$ cat config.mk
export PLATFORM = sky130hd
export DESIGN_NAME = ysyx_220053_mc_controller_flat
export DESIGN_NICKNAME = d
export VERILOG_FILES = /design/src/rtl/ysyx_220053_mc_controller_if.sv /design/src/rtl/ysyx_220053_mc_controller.sv /design/src/flat_wrapper.sv
export SDC_FILE = /design/constraint.sdc
export NUM_CORES = 1
export LEC_CHECK = 0
export ABC_AREA = 1
export BUFFER_PORTS_ARGS = -buffer_cell sky130_fd_sc_hd__buf_2
export CAP_MARGIN = 20
export CORE_MARGIN = 3
export CORE_UTILIZATION = 47
export CTS_CLUSTER_DIAMETER = 200
export DETAILED_ROUTE_END_ITERATION = 8
export PLACE_DENSITY = 0.82
export SYNTH_ARGS = -nofsm -noshare
export SYNTH_HDL_FRONTEND = slang
export SYNTH_SLANG_ARGS = --single-unit
$ cat constraint.sdc
create_clock -name clk -period 1.8 [get_ports clk]
set_input_delay 0.18 -clock clk [delete_from_list [all_inputs] [get_ports clk]]
set_output_delay 0.18 -clock clk [all_outputs]
set_load 0.01 [all_outputs]
$ cat src/rtl/ysyx_220053_mc_controller_if.sv
// Fetch and load/store valid/ready handshakes between the NPC controller
// (master) and its instruction/data memory agents (slave).
interface ysyx_220053_mc_controller_if;
    logic        ifu_req_valid;
    logic        ifu_req_ready;
    logic        ifu_rsp_valid;
    logic [31:0] ifu_rsp_data;
    logic        lsu_req_valid;
    logic        lsu_req_ready;
    logic        lsu_req_wr;
    logic        lsu_rsp_valid;

    modport master (
        output ifu_req_valid, lsu_req_valid, lsu_req_wr,
        input  ifu_req_ready, ifu_rsp_valid, ifu_rsp_data, lsu_req_ready, lsu_rsp_valid
    );
    modport slave (
        input  ifu_req_valid, lsu_req_valid, lsu_req_wr,
        output ifu_req_ready, ifu_rsp_valid, ifu_rsp_data, lsu_req_ready, lsu_rsp_valid
    );
endinterface

$ cat src/rtl/ysyx_220053_mc_controller.sv
// Multi-cycle NPC control unit: sequences fetch/decode/execute/mem/writeback
// over valid/ready buses, decodes RV32I/RV64I and stops with a trap code.
module ysyx_220053_mc_controller #(
    parameter int XLEN         = 64,
    parameter int TIMEOUT      = 255,
    parameter int ILLEGAL_TRAP = 1
) (
    input  logic                               clk,
    input  logic                               rst,
    ysyx_220053_mc_controller_if.master        bus,
    output logic [31:0]                        instr_q,
    output logic                               alu_src_a,
    output logic [1:0]                         alu_src_b,
    output logic [2:0]                         ext_op,
    output logic [3:0]                         alu_op,
    output logic                               word_op,
    output logic [2:0]                         branch,
    output logic                               rf_wen,
    output logic                               pc_wen,
    output logic                               halt,
    output logic [1:0]                         trap_code
);
    typedef enum logic [2:0] {FETCH, IWAIT, DECODE, EXEC, MEM, MWAIT, WB, HALT} state_t;
    typedef struct packed {
        logic       src_a;
        logic [1:0] src_b;
        logic [2:0] ext;
        logic [3:0] alu;
        logic       word;
        logic [2:0] br;
    } ctrl_t;

    localparam logic [7:0] TO   = 8'(TIMEOUT);
    localparam bit         RV64 = (XLEN == 64);

    state_t     state;
    logic [7:0] cnt;
    logic       wb_rd, is_mem, is_st;

    ctrl_t      dc;
    logic       legal, d_wr, d_mem, d_st, d_ebrk, d_ecall;
    logic [6:0] opc, f7, shf7;
    logic [2:0] f3;

    assign opc  = instr_q[6:0];
    assign f3   = instr_q[14:12];
    assign f7   = instr_q[31:25];
    // RV64 shifts carry a 6-bit shamt, so bit 25 belongs to the immediate.
    assign shf7 = RV64 ? {instr_q[31:26], 1'b0} : f7;

    always_comb begin
        dc      = '0;
        legal   = 1'b0;
        d_wr    = 1'b0;
        d_mem   = 1'b0;
        d_st    = 1'b0;
        d_ebrk  = (instr_q == 32'h0010_0073);
        d_ecall = (instr_q == 32'h0000_0073);
        case (opc)
            7'b0110111: begin legal = 1'b1; d_wr = 1'b1; dc.ext = 3'd1; dc.src_b = 2'd1; dc.alu = 4'b1111; end
            7'b0010111: begin legal = 1'b1; d_wr = 1'b1; dc.ext = 3'd1; dc.src_b = 2'd1; end
            7'b1101111: begin legal = 1'b1; d_wr = 1'b1; dc.ext = 3'd4; dc.src_b = 2'd2; dc.br = 3'd1; end
            7'b1100111: begin legal = (f3 == 3'd0); d_wr = 1'b1; dc.src_b = 2'd2; dc.br = 3'd2; end
            7'b1100011: begin
                legal    = (f3[2:1] != 2'b01);
                dc.ext   = 3'd3;
                dc.src_a = 1'b1;
                dc.br    = 3'd3;
                dc.alu   = f3[2] ? {3'b001, f3[1]} : 4'b1000;
            end
            7'b0000011: begin
                legal    = (f3 != 3'd7) && (RV64 || (f3 != 3'd3 && f3 != 3'd6));
                d_wr     = 1'b1;
                d_mem    = 1'b1;
                dc.src_a = 1'b1;
                dc.src_b = 2'd1;
            end
            7'b0100011: begin
                legal    = !f3[2] && (RV64 || f3 != 3'd3);
                d_mem    = 1'b1;
                d_st     = 1'b1;
                dc.ext   = 3'd2;
                dc.src_a = 1'b1;
                dc.src_b = 2'd1;
            end
            7'b0010011: begin
                d_wr     = 1'b1;
                dc.src_a = 1'b1;
                dc.src_b = 2'd1;
                dc.alu   = {1'b0, f3};
                if (f3 == 3'd1) legal = (shf7 == 7'd0);
                else if (f3 == 3'd5) begin
                    legal  = (shf7 == 7'd0) || (shf7 == 7'b0100000);
                    dc.alu = {instr_q[30], f3};
                end else legal = 1'b1;
            end
            7'b0110011: begin
                legal    = (f7 == 7'd0) || (f7 == 7'b0100000 && (f3 == 3'd0 || f3 == 3'd5));
                d_wr     = 1'b1;
                dc.ext   = 3'd5;
                dc.src_a = 1'b1;
                dc.alu   = {f7[5], f3};
            end
            7'b0011011: begin
                legal    = RV64 && (f3 == 3'd0 || (f3 == 3'd1 && f7 == 7'd0) ||
                                    (f3 == 3'd5 && (f7 == 7'd0 || f7 == 7'b0100000)));
                d_wr     = 1'b1;
                dc.src_a = 1'b1;
                dc.src_b = 2'd1;
                dc.word  = 1'b1;
                dc.alu   = (f3 == 3'd0) ? 4'b0000 : {instr_q[30], f3};
            end
            7'b0111011: begin
                legal    = RV64 && (((f3 == 3'd0 || f3 == 3'd5) && (f7 == 7'd0 || f7 == 7'b0100000)) ||
                                    (f3 == 3'd1 && f7 == 7'd0));
                d_wr     = 1'b1;
                dc.ext   = 3'd5;
                dc.src_a = 1'b1;
                dc.word  = 1'b1;
                dc.alu   = {f7[5], f3};
            end
            7'b0001111: legal = (f3 == 3'd0);
            7'b1110011: legal = d_ebrk || d_ecall;
            default: ;
        endcase
        // Undecodable words degrade to a NOP that only advances the PC.
        if (!legal) begin
            dc    = '0;
            d_wr  = 1'b0;
            d_mem = 1'b0;
            d_st  = 1'b0;
        end
        if (instr_q[11:7] == 5'd0) d_wr = 1'b0;
    end

    always_ff @(posedge clk) begin
        if (rst) begin
            state             <= FETCH;
            cnt               <= 8'd0;
            wb_rd             <= 1'b0;
            is_mem            <= 1'b0;
            is_st             <= 1'b0;
            bus.ifu_req_valid <= 1'b0;
            bus.lsu_req_valid <= 1'b0;
            bus.lsu_req_wr    <= 1'b0;
            instr_q           <= 32'd0;
            alu_src_a         <= 1'b0;
            alu_src_b         <= 2'd0;
            ext_op            <= 3'd0;
            alu_op            <= 4'd0;
            word_op           <= 1'b0;
            branch            <= 3'd0;
            rf_wen            <= 1'b0;
            pc_wen            <= 1'b0;
            halt              <= 1'b0;
            trap_code         <= 2'd0;
        end else begin
            case (state)
                FETCH: begin
                    // The request is raised on WB exit; only the first fetch after reset lands here low.
                    if (!bus.ifu_req_valid) bus.ifu_req_valid <= 1'b1;
                    else if (bus.ifu_req_ready) begin
                        bus.ifu_req_valid <= 1'b0;
                        cnt               <= 8'd0;
                        state             <= IWAIT;
                    end
                end
                IWAIT: begin
                    if (bus.ifu_rsp_valid) begin
                        instr_q <= bus.ifu_rsp_data;
                        state   <= DECODE;
                    end else if (cnt >= TO) begin
                        halt      <= 1'b1;
                        trap_code <= 2'd3;
                        state     <= HALT;
                    end else if (cnt != 8'hFF) cnt <= cnt + 8'd1;
                end
                DECODE: begin
                    alu_src_a <= dc.src_a;
                    alu_src_b <= dc.src_b;
                    ext_op    <= dc.ext;
                    alu_op    <= dc.alu;
                    word_op   <= dc.word;
                    branch    <= dc.br;
                    wb_rd     <= d_wr;
                    is_mem    <= d_mem;
                    is_st     <= d_st;
                    if (d_ebrk) begin
                        halt <= 1'b1; trap_code <= 2'd1; state <= HALT;
                    end else if (d_ecall || (!legal && ILLEGAL_TRAP != 0)) begin
                        halt <= 1'b1; trap_code <= 2'd2; state <= HALT;
                    end else state <= EXEC;
                end
                EXEC: begin
                    if (is_mem) begin
                        bus.lsu_req_valid <= 1'b1;
                        bus.lsu_req_wr    <= is_st;
                        state             <= MEM;
                    end else begin
                        rf_wen <= wb_rd;
                        pc_wen <= 1'b1;
                        state  <= WB;
                    end
                end
                MEM: begin
                    if (bus.lsu_req_ready) begin
                        bus.lsu_req_valid <= 1'b0;
                        cnt               <= 8'd0;
                        state             <= MWAIT;
                    end
                end
                MWAIT: begin
                    if (bus.lsu_rsp_valid) begin
                        rf_wen <= wb_rd;
                        pc_wen <= 1'b1;
                        state  <= WB;
                    end else if (cnt >= TO) begin
                        halt      <= 1'b1;
                        trap_code <= 2'd3;
                        state     <= HALT;
                    end else if (cnt != 8'hFF) cnt <= cnt + 8'd1;
                end
                WB: begin
                    rf_wen            <= 1'b0;
                    pc_wen            <= 1'b0;
                    bus.ifu_req_valid <= 1'b1;
                    state             <= FETCH;
                end
                default: state <= HALT;
            endcase
        end
    end
endmodule

$ cat src/flat_wrapper.sv
// flat-port wrapper written by rule: the top's interface ports become plain ports
module ysyx_220053_mc_controller_flat 
#(
    parameter int XLEN         = 64,
    parameter int TIMEOUT      = 255,
    parameter int ILLEGAL_TRAP = 1
)
  (clk, rst, instr_q, alu_src_a, alu_src_b, ext_op, alu_op, word_op, branch, rf_wen, pc_wen, halt, trap_code, bus_ifu_req_valid, bus_lsu_req_valid, bus_lsu_req_wr, bus_ifu_req_ready, bus_ifu_rsp_valid, bus_ifu_rsp_data, bus_lsu_req_ready, bus_lsu_rsp_valid);
  ysyx_220053_mc_controller_if bus_i ();
  input  logic clk;
  input  logic rst;
  output logic [31:0] instr_q;
  output logic alu_src_a;
  output logic [1:0] alu_src_b;
  output logic [2:0] ext_op;
  output logic [3:0] alu_op;
  output logic word_op;
  output logic [2:0] branch;
  output logic rf_wen;
  output logic pc_wen;
  output logic halt;
  output logic [1:0] trap_code;
  output wire logic [$bits(bus_i.ifu_req_valid)-1:0] bus_ifu_req_valid;
  output wire logic [$bits(bus_i.lsu_req_valid)-1:0] bus_lsu_req_valid;
  output wire logic [$bits(bus_i.lsu_req_wr)-1:0] bus_lsu_req_wr;
  input wire logic [$bits(bus_i.ifu_req_ready)-1:0] bus_ifu_req_ready;
  input wire logic [$bits(bus_i.ifu_rsp_valid)-1:0] bus_ifu_rsp_valid;
  input wire logic [$bits(bus_i.ifu_rsp_data)-1:0] bus_ifu_rsp_data;
  input wire logic [$bits(bus_i.lsu_req_ready)-1:0] bus_lsu_req_ready;
  input wire logic [$bits(bus_i.lsu_rsp_valid)-1:0] bus_lsu_rsp_valid;
  assign bus_ifu_req_valid = bus_i.ifu_req_valid;
  assign bus_lsu_req_valid = bus_i.lsu_req_valid;
  assign bus_lsu_req_wr = bus_i.lsu_req_wr;
  assign bus_i.ifu_req_ready = bus_ifu_req_ready;
  assign bus_i.ifu_rsp_valid = bus_ifu_rsp_valid;
  assign bus_i.ifu_rsp_data = bus_ifu_rsp_data;
  assign bus_i.lsu_req_ready = bus_lsu_req_ready;
  assign bus_i.lsu_rsp_valid = bus_lsu_rsp_valid;
  ysyx_220053_mc_controller #(.XLEN(XLEN), .TIMEOUT(TIMEOUT), .ILLEGAL_TRAP(ILLEGAL_TRAP)) u_core (.clk(clk), .rst(rst), .bus(bus_i), .instr_q(instr_q), .alu_src_a(alu_src_a), .alu_src_b(alu_src_b), .ext_op(ext_op), .alu_op(alu_op), .word_op(word_op), .branch(branch), .rf_wen(rf_wen), .pc_wen(pc_wen), .halt(halt), .trap_code(trap_code));
endmodule
==> summary.md <==
| Metric | Value |
|---|---|
| Synth warn | 0 |
| Post-route setup slack | 0.105 ns |
| Routed length per instance | 13.6 um |
| Setup-failing EPs final | 0 |
| Vias in the first global route | 3244 |
| Register area share after synthesis | 40.7% |
| Fin crit share | 94.2% |
| Commonest cells after routing, fill and taps aside | buf_2, nand2_1, nor2_1 |
| Site row count | 29 |
| Most frequently used flop master after synthesis | dfxtp_1 |
| Vias per cell | 5.20 |
| Met1 wire length | 4130 um |
| Syn nets | 523 |
| Synth Cell Area | 3300 sq um |
| Post-synth ARST share | 0% |
| PD cells | 905 nW/um^2 |
| Flop2flop setup slack | 0.10 ns |
| Clock Latency Late Sink | 0.35 ns |
| Ports | 92 |
| Crit path launch | u_core.cnt[1] |
| Cts hold-fix bufs | 0 |
| Status | finished clean |
| Via count | 3558 |
| First-pass DRT Iterations | 5 |
| I/O Buffers | 90 |
| Antenna violations before repair | 0 |
| DP Cell Count | 657 |
| Global-route wire length before repair | 14700 um |
| Dpl ws | -0.0352 ns |
| Cells after synthesis | 484 |
| Fin. max-slew vios | 0 |
| Max Clock Skew | 0.00693 ns |
| EDFF count, synth | 0 |
| Die ar. | 8060 sq um |
| Hpwl dp | 6650 um |
| Largest net degree at the start of global routing | 50 |
| CTS H-tree depth | 3 |
| Area grow syn2layout | 28.0% |
| Syn_area_per_cell | 6.81 sq um |
| Top Layer Used | met4 |
| Setup Crit Path Kind | reg -> reg |
| Routability-driven placement congestion ratio | 1.01 |
| Hold WC Path Type | in -> reg |
| Reg-to-reg startpoint | u_core.cnt[1] |
| Starting Density | 50.2% |
| Overall fraction of global-route tracks in use | 22.1% |
| Die width | 89.8 um |
| Iteration-0 DRC count of the detailed router | 244 |
| Critical R2R Capture | u_core.cnt[3] |
| Met2 WL post-DR | 4240 um |
| Critical Path RT | 2.03 ns |
| Root buffer cell | clkbuf_8 |
| Fin cells | 684 |
| Crit-path max FO | 7 |
| DRC Markers | 0 |
| Nets | 625 |
| Critical Path Source Type | flop |
| GRT overflow | 0 |
| CTS tree | yes |
| Minimum clock period | 1.70 ns |
| Distinct cells, synth | 37 |
| Crit path to | u_core.cnt[3] |
| CP endpoint kind | flop |
| Max-cap violations | 0 |
| Met3 WL post-DR | 679 um |
| RSZ-0062 raised after global routing | yes |
| Cells on worst reg2reg path | 11 |
| FMAX | 590 MHz |
| FF+latch area | 1350 sq um |
| Critical path arrival | 1.92 ns |
| Final Hold Viols | 0 |
| Clock transition at path regs | 0.08 ns |
| Detailed Route WL | 9310 um |
| CTS sink cnt | 67 |
| LEAKAGE | 0.00197 uW |
| Diode count | 0 |
| Num CTS Buffers | 9 |
| Footprint of the multi-input gates | 1770 sq um |
| Final ANT Viol Nets | 0 |
| Synth Register Bits | 67 |
| Die H | 89.8 um |
| Max clock buf depth | 2 |
| Tot Pwr | 3820 uW |
| Max rail drop VDD | 0.569 mV |
| Core Footprint | 6570 sq um |
| Most common cell after layout, fill and taps aside | buf_2 |
| Filler cells | 584 |
| Layout cell share with drive strength beyond 1 | 31.5% |
==> flip-flops by register name, summed over array words and instances (netlist names), 2 cells and up <==
signal and flops:
u_core.alu_src_b 2, u_core.instr_q 32, u_core.branch 2, u_core.cnt 8
u_core.state 3, u_core.ext_op 3, u_core.alu_op 4, u_core.trap_code 2
==> report_power, final <==
group / switching (uW) / total (uW) / internal (uW)
Combinational: 592 / 924 / 332
Sequential: 126 / 1730 / 1600
Clock: 595 / 1170 / 576
Total: 1310 / 3820 / 2510
==> layout make-up <==
cell class	count	share of cell area [%]
Inverter	52	4.62
Sequential cell	67	32.1
Clock inverter	5	0.889
Timing Repair Buffer	108	14.1
Tap cell	93	2.76
Clock buffer	11	3.59
Multi-Input combinational cell	348	42.0
==> layer usage <==
metal | track usage (%) | vias to the layer above
li1 | - | 1801
met2 | 34.1 | 134
met4 | 10.7 | 0
met5 | 0 | -
met1 | 27.7 | 1601
met3 | 7.18 | 22
==> cells in the mapped netlist, types with 3 or more instances <==
cell type	instances	area, sq um
nor3_1	16	80.1
nor4_1	3	18.8
a21oi_1	52	260
o21ai_0	39	195
nand3_2	4	40.0
buf_2	4	20.0
nor2_2	4	25.0
dfxtp_1	67	1340
nand3_1	37	185
inv_2	10	37.5
nand4_1	4	25.0
inv_1	42	158
clkbuf_1	10	37.5
a31oi_1	3	18.8
nand2_2	11	68.8
nand2_1	82	308
nor2_1	72	270
==> critical path, stage by stage, from the launching register on <==
cell	delay, ns
dfxtp_2	0.35
ha_1	0.19
nand2_2	0.09
nor3_4	0.22
nand3_2	0.10
nand2_1	0.07
nand2_1	0.08
nand2_4	0.13
inv_2	0.08
nand2_2	0.08
nand2_1	0.05
nor3b_2	0.14
==> stage by stage <==
step / instance area [sq um] / setup TNS [ns] / utilization, % / hold WS [ns]
after floorplan: 3300 / 0 / - / 0.345
after global placement: 3850 / 0 / 58.7 / 0.426
after detailed placement: 3850 / -0.282 / 58.7 / 0.440
after CTS: 4060 / 0 / 61.8 / 0.0638
after global routing: 4220 / -0.102 / 64.3 / 0.0673
final: 4220 / 0 / 64.3 / 0.0780
==> kinds of logic (layout without fill, tap and decap cells) <==
logic type / Yosys count / after routing / synth area share (%)
XOR/XNOR: 2 / 2 / 0.531
buffers and inverters: 70 / 176 / 8.46
AO/OA/AOI/OAI: 102 / 102 / 16.3
adder cells (fa/ha/maj): 1 / 1 / 0.379
flip-flops: 67 / 67 / 40.7
AND/OR/NAND/NOR: 241 / 242 / 33.5
other: 1 / 1 / 0.114
==> worst min-delay path by stage <==
stage	endpoint	slack, ns	depth (start not counted)	start
global placement	u_core.instr_q[23]	0.43	3	bus_ifu_rsp_data[23]
finish	u_core.instr_q[9]	0.08	3	bus_ifu_rsp_data[9]
floorplan	u_core.instr_q[19]	0.34	2	bus_ifu_rsp_data[19]
detailed placement	u_core.instr_q[9]	0.44	3	bus_ifu_rsp_data[9]
CTS	u_core.instr_q[9]	0.06	3	bus_ifu_rsp_data[9]
global route	u_core.instr_q[9]	0.07	3	bus_ifu_rsp_data[9]
==> repair_timing <==
item / 4_1_cts / 5_1_grt
gates resized for setup: 3 / 28
gates cloned: 0 / 1
pin swaps: 0 / 7
endpoints found under the hold margin: 0 / 0
buffers inserted: 0 / 10
endpoints found under the setup margin: 17 / 24
(Power assumes the default switching activity.)
